--- src/rtl/ghost_motion_ctrl.sv ---
`default_nettype none
// ============================================================================
// Module      : ghost_motion_ctrl
// Description : Per-frame motion controller for one ghost sprite. Moves the
//               ghost along one axis at a time in fixed-point steps, steering
//               toward a target (CHASE) or wandering at half speed (FRIGHT).
// Revision    : 1.0 - initial release
// ============================================================================
module ghost_motion_ctrl #(
  parameter int INITIAL_X   = 400,
  parameter int INITIAL_Y   = 330,
  parameter int SPEED       = 128,
  parameter int FRAC_BITS   = 6,
  parameter int OBJ_W       = 32,
  parameter int OBJ_H       = 32,
  parameter int SCREEN_W    = 640,
  parameter int SCREEN_H    = 480,
  parameter int MARGIN      = 2,
  parameter int TURN_PERIOD = 1,
  parameter int FRIGHT_SECS = 5
) (
  input  logic               clk,
  input  logic               resetN,
  input  logic               startOfFrame,
  input  logic               oneSecPulse,
  input  logic               playGame,
  input  logic               collision,
  input  logic        [1:0]  collisionSide,
  input  logic        [1:0]  randomDir,
  input  logic               frightenReq,
  input  logic signed [10:0] targetX,
  input  logic signed [10:0] targetY,
  output logic signed [10:0] topLeftX,
  output logic signed [10:0] topLeftY,
  output logic        [1:0]  dir,
  output logic               frightened
);

  typedef enum logic [2:0] {
    S_IDLE       = 3'd0,
    S_MOVE       = 3'd1,
    S_WAIT_EOF   = 3'd2,
    S_POS_CHANGE = 3'd3,
    S_POS_LIMITS = 3'd4
  } state_t;

  localparam logic signed [31:0] c_INIT_X       = INITIAL_X <<< FRAC_BITS;
  localparam logic signed [31:0] c_INIT_Y       = INITIAL_Y <<< FRAC_BITS;
  localparam logic signed [31:0] c_X_MIN        = MARGIN <<< FRAC_BITS;
  localparam logic signed [31:0] c_Y_MIN        = MARGIN <<< FRAC_BITS;
  localparam logic signed [31:0] c_X_MAX        = (SCREEN_W - 1 - MARGIN - OBJ_W) <<< FRAC_BITS;
  localparam logic signed [31:0] c_Y_MAX        = (SCREEN_H - 1 - MARGIN - OBJ_H) <<< FRAC_BITS;
  localparam logic signed [31:0] c_SPEED_CHASE  = SPEED;
  localparam logic signed [31:0] c_SPEED_FRIGHT = SPEED >>> 1;
  localparam logic        [31:0] c_TURN_LAST    = TURN_PERIOD - 1;
  localparam logic        [31:0] c_FRIGHT_LOAD  = FRIGHT_SECS;

  state_t             r_state;
  logic signed [31:0] r_pos_x;
  logic signed [31:0] r_pos_y;
  logic        [1:0]  r_dir;
  logic               r_fright;
  logic        [31:0] r_turn_cnt;
  logic        [31:0] r_fright_cnt;
  logic               r_pending;

  logic signed [11:0] w_dx;
  logic signed [11:0] w_dy;
  logic        [11:0] w_abs_dx;
  logic        [11:0] w_abs_dy;
  logic        [1:0]  w_chase_dir;
  logic        [1:0]  w_turn_dir;
  logic        [1:0]  w_side_dir;
  logic        [1:0]  w_dir_fsm;
  logic signed [31:0] w_speed;
  logic               w_x_lo, w_x_hi, w_y_lo, w_y_hi;
  logic               w_fright_flip;

  assign topLeftX   = 11'(r_pos_x >>> FRAC_BITS);
  assign topLeftY   = 11'(r_pos_y >>> FRAC_BITS);
  assign dir        = r_dir;
  assign frightened = r_fright;

  // Steering toward the target: the dominant-distance axis wins, ties go to X.
  assign w_dx        = {targetX[10], targetX} - {topLeftX[10], topLeftX};
  assign w_dy        = {targetY[10], targetY} - {topLeftY[10], topLeftY};
  assign w_abs_dx    = w_dx[11] ? 12'(-w_dx) : 12'(w_dx);
  assign w_abs_dy    = w_dy[11] ? 12'(-w_dy) : 12'(w_dy);
  assign w_chase_dir = (w_abs_dx >= w_abs_dy) ? (w_dx[11] ? 2'd2 : 2'd0)
                                              : (w_dy[11] ? 2'd3 : 2'd1);
  assign w_turn_dir  = r_fright ? randomDir : w_chase_dir;

  // Wall side encoding 00/01/10/11 maps to direction 0/2/1/3 by swapping bits.
  assign w_side_dir    = {collisionSide[0], collisionSide[1]};
  assign w_speed       = r_fright ? c_SPEED_FRIGHT : c_SPEED_CHASE;
  assign w_x_lo        = (r_pos_x < c_X_MIN);
  assign w_x_hi        = (r_pos_x > c_X_MAX);
  assign w_y_lo        = (r_pos_y < c_Y_MIN);
  assign w_y_hi        = (r_pos_y > c_Y_MAX);
  assign w_fright_flip = frightenReq && (r_state != S_IDLE) && !r_fright;

  // Direction chosen by the FSM this cycle (before any fright-entry reversal).
  always_comb begin
    w_dir_fsm = r_dir;
    case (r_state)
      S_MOVE: begin
        if (collision) begin
          if (r_dir == w_side_dir) w_dir_fsm = r_dir ^ 2'd2;
        end else if (r_pending) begin
          w_dir_fsm = w_turn_dir;
        end
      end
      S_POS_LIMITS: begin
        if ((w_x_lo && r_dir == 2'd2) || (w_x_hi && r_dir == 2'd0) ||
            (w_y_lo && r_dir == 2'd3) || (w_y_hi && r_dir == 2'd1))
          w_dir_fsm = r_dir ^ 2'd2;
      end
      default: ;
    endcase
  end

  // Main motion FSM: state, position and direction.
  always_ff @(posedge clk or negedge resetN) begin
    if (!resetN) begin
      r_state <= S_IDLE;
      r_pos_x <= c_INIT_X;
      r_pos_y <= c_INIT_Y;
      r_dir   <= 2'd2;
    end else if (r_state == S_IDLE) begin
      r_pos_x <= c_INIT_X;
      r_pos_y <= c_INIT_Y;
      r_dir   <= 2'd2;
      if (playGame) r_state <= S_MOVE;
    end else if (!playGame) begin
      r_state <= S_IDLE;
    end else begin
      r_dir <= w_dir_fsm ^ {w_fright_flip, 1'b0};
      case (r_state)
        S_MOVE: begin
          if (startOfFrame)   r_state <= S_POS_CHANGE;
          else if (collision) r_state <= S_WAIT_EOF;
        end
        S_WAIT_EOF: begin
          if (startOfFrame) r_state <= S_POS_CHANGE;
        end
        S_POS_CHANGE: begin
          case (r_dir)
            2'd0: r_pos_x <= r_pos_x + w_speed;
            2'd1: r_pos_y <= r_pos_y + w_speed;
            2'd2: r_pos_x <= r_pos_x - w_speed;
            default: r_pos_y <= r_pos_y - w_speed;
          endcase
          r_state <= S_POS_LIMITS;
        end
        S_POS_LIMITS: begin
          if (w_x_lo)      r_pos_x <= c_X_MIN;
          else if (w_x_hi) r_pos_x <= c_X_MAX;
          if (w_y_lo)      r_pos_y <= c_Y_MIN;
          else if (w_y_hi) r_pos_y <= c_Y_MAX;
          r_state <= S_MOVE;
        end
        default: r_state <= S_IDLE;
      endcase
    end
  end

  // Steering-decision timer; a new pulse beats a same-cycle consumption.
  always_ff @(posedge clk or negedge resetN) begin
    if (!resetN) begin
      r_turn_cnt <= '0;
      r_pending  <= 1'b0;
    end else if (r_state == S_IDLE) begin
      r_turn_cnt <= '0;
      r_pending  <= 1'b0;
    end else begin
      if (r_state == S_MOVE && (collision || r_pending)) r_pending <= 1'b0;
      if (oneSecPulse) begin
        if (r_turn_cnt >= c_TURN_LAST) begin
          r_turn_cnt <= '0;
          r_pending  <= 1'b1;
        end else begin
          r_turn_cnt <= r_turn_cnt + 32'd1;
        end
      end
    end
  end

  // Fright timer; a request reloads it even when a second tick lands with it.
  always_ff @(posedge clk or negedge resetN) begin
    if (!resetN) begin
      r_fright_cnt <= '0;
      r_fright     <= 1'b0;
    end else if (r_state == S_IDLE) begin
      r_fright_cnt <= '0;
      r_fright     <= 1'b0;
    end else if (frightenReq) begin
      r_fright_cnt <= c_FRIGHT_LOAD;
      r_fright     <= 1'b1;
    end else if (oneSecPulse && r_fright) begin
      r_fright_cnt <= r_fright_cnt - 32'd1;
      if (r_fright_cnt <= 32'd1) r_fright <= 1'b0;
    end
  end

endmodule
`default_nettype wire

--- config.mk ---
export PLATFORM = sky130hd
export DESIGN_NAME = ghost_motion_ctrl
export DESIGN_NICKNAME = d
export VERILOG_FILES = /design/src/rtl/ghost_motion_ctrl.sv
export SDC_FILE = /design/constraint.sdc
export NUM_CORES = 1
export LEC_CHECK = 0
export CAP_MARGIN = 25
export CORE_UTILIZATION = 60
export CTS_CLUSTER_SIZE = 8
export DETAILED_ROUTE_END_ITERATION = 8
export PLACE_DENSITY_LB_ADDON = 0.2
export SETUP_SLACK_MARGIN = 0.1
export SKIP_LAST_GASP = 1
export SYNTH_ARGS = -nofsm -noshare
export SYNTH_HDL_FRONTEND = slang
export SYNTH_SLANG_ARGS = --single-unit
--- constraint.sdc ---
create_clock -name clk -period 7.2 [get_ports clk]
set_input_delay 1.44 -clock clk [delete_from_list [all_inputs] [get_ports clk]]
set_output_delay 1.44 -clock clk [all_outputs]
set_load 0.01 [all_outputs]
==> results.txt <==
post-CTS setup buffer count: 0
Post-CTS Hold Buffers: 0
clock skew: 0.00822 ns
DRC: 0
routability cong.: 0.868
initial antenna violation count: 0
DRT Pass-1 Iters: 6
EDFF count, synth: 0
dpl cells: 1180
post-CTS sizing: 0
initial core utilization: 61.4%
synth-to-layout area growth: 9.79%
hold path startpoint: r_pos_x[4]
Lkg Pwr: 4.13 nW
crit path max fanout: 3
Final Worst Setup Slack: 1.59 ns
Die Ht: 121 um
Yosys reg bits: 94
num ports: 58
Mapped Cells: 988
commonest non-fill, non-tap cells in the layout: 95 x nor2_1, 88 x ha_1, 86 x dfrtp_1
kind of critical path: primary input to flip-flop
CP Cell Sequence: clkdlybuf4s50_1, inv_1, ha_1, inv_1, fa_1, a21o_1, a21oi_2, o21bai_1, a21oi_2, xnor2_1, nor4_2, o21ai_1, or3b_1, nand2_1, xnor2_1, ha_1, inv_1, o21ai_0, a31oi_1, o31a_1, mux2_2, o21ai_1, o211a_1, o31ai_1
Synth warnings: 0
Worst path slowest cell: clkdlybuf4s50_1
Net Count, Synth: 1112
Primary FF master, synth: dfrtp_1
layout cell share with drive strength beyond 1: 7.29%
Nets: 1135
HPWL Detailed: 14.1 mm
slack of the worst reg-to-reg path: 2.47 ns
most frequent CP cell: inv_1
cell taking the most area after synthesis: dfrtp_1
Critical Path Max Stage Delay: 0.40 ns
Setup-failing EPs final: 0
clock root cell: clkbuf_16
FP Rows: 43
CTS Buf Count: 9
Final ANT Viol Nets: 0
area share of the largest cell type after synthesis: 25.2%
Worst Tran Pin Value: 0.892 ns
Max Slew Vio Count: 0
H-Tree Level Count: 3
setup_tns: 0 ns
Tcrit/Tclk final: 77.9%
Tmin final: 5.61 ns
DRT Wirelength: 18.7 mm
Core Area: 13900 um^2
Worst setup SP type: primary input
VDD IR-drop max: 0.190 mV
Post-Syn Area: 8530 um^2
total vias in the final route: 7157
first-pass GRT wire length: 31.6 mm
GRT Overall Usage: 26.7%
dominant cells by area after synthesis: dfrtp_1 25%, ha_1 13%, xnor2_1 6.4%, a21oi_1 4.5%, nor2_1 4.2%
min-delay worst type: flip-flop to flip-flop
CTS tree: built
initial drt markers: 430
CP startpoint: targetX[0]
port bufs: 57
Critical Path Sink Type: flip-flop
non-filler instance count after layout: 1195
run status: finished, final reports clean
ys async rst share: 100%
reg2reg start: r_pos_y[7]
die area: 14700 um^2
largest net degree at the start of global routing: 50
DP Worst Slack: 1.27 ns
commonest non-fill, non-tap cell in the layout: nor2_1
drt wl/cell: 15.7 um
CP required: 7.46 ns
max-cap check violation count: 0
latest clock arrival within the worst-skew pair: 0.35 ns
Clock Path Buffers: 2
Die W: 121 um
Clk pin slew, worst setup/hold paths: 0.07 ns
sequential fraction of the synthesis area: 27.7%
GR Overflow Total: 0
diodes inserted: 0
Distinct cells, synth: 79
Slew headroom: 40.5%
final hold violations: 0
crit path DAT: 5.87 ns
Vias/cell: 5.99
clk sink count: 94
synthesized area per cell: 8.63 um^2
PD cells: 471 nW/um^2
Achievable Freq: 178 MHz
RSZ-0062 raised after global routing: false
vias in the first global route: 6721
synth_stat cells (all sizes together) (4+ instances only):
master	n
nor2	96
ha	88
dfrtp	86
a21oi	80
nand2	71
xnor2	62
inv	51
o21ai	49
xor2	40
buf	31
nor3	30
a21o	27
nor4	21
a22o	20
clkbuf	17
o31ai	17
or2	17
nand3	15
nor2b	15
nand2b	14
a31oi	12
o21a	12
a211oi	11
or3	11
nand4	10
and3	8
dfstp	8
a311oi	6
o21bai	6
and2	4
nand3b	4
o211ai	4
flip-flops by register name (all words and copies together), names as in the netlist:
name	count
r_pos_x	29
r_pos_y	26
r_fright_cnt	32
r_state	3
frightened	1
dir	2
r_pending	1
final cells by class:
class / instances / area [um^2]
flip-flops and latches: 94 / 2360
multi-input cells: 795 / 5680
inverters: 51 / 191
clock buffers: 10 / 229
fillers: 1158 / 4520
well taps: 180 / 225
repair buffers: 60 / 594
clock inverters: 5 / 83.8
per-layer routing:
layer  global-route usage (%)  part of all wire [%]  vias to the layer above  routed length [um]
met2                     42.0                    45                      170                8380
li1                         -                     -                     3589                   -
met1                     36.7                    48                     3369                9080
met3                     4.89                   4.5                       29                 850
met4                     9.18                   2.3                        0                 427
met5                        0                     0                        -                   0
worst max-delay path: cells and delay by family:
kind	cells	cell delay (ns)
fa+ha+maj	3	0.86
simple gates	3	0.82
compound gates	11	1.77
mux	1	0.24
xor+xnor	2	0.20
buf+inv	4	0.55
worst paths after layout:
check | end | cells after the start
min in group asynchronous | r_pos_x[21] | 1
hold / removal | r_pos_x[4] | 1
hold reg to reg | r_pos_x[4] | 1
setup reg to reg | dir[1] | 19
setup / recovery | dir[1] | 24
max in group asynchronous | r_fright_cnt[30] | 2
kinds of logic after synthesis:
group	Yosys count	synth area share, %
AOI/OAI and AO/OA	270	22.4
adders and majority gates	91	13.6
muxes	5	0.616
and+or+nand+nor	327	19.5
DFF	94	27.7
xor gates and xnor gates	102	10.5
buffers and inverters	99	5.74
through the flow:
step / power, mW / util [%] / instance area [um^2] / hold WS (ns)
2_1_floorplan: 3.30 / - / 8530 / 0.465
3_3_place_gp: 3.80 / 65.1 / 9040 / 0.481
3_5_place_dp: 3.86 / 65.2 / 9050 / 0.487
4_1_cts: 4.40 / 67.5 / 9360 / 0.505
5_1_grt: 4.83 / 67.5 / 9360 / 0.517
6_report: 4.41 / 67.5 / 9360 / 0.501
power by group:
part           internal, mW  total (mW)  leakage, nW  switching [mW]
registers             0.681       0.865         1.23           0.184
logic                  1.40        3.03         2.76            1.63
clock network         0.304       0.514        0.145           0.210
total                  2.39        4.41         4.13            2.02
Note: power is estimated with default switching activity, not from simulation.
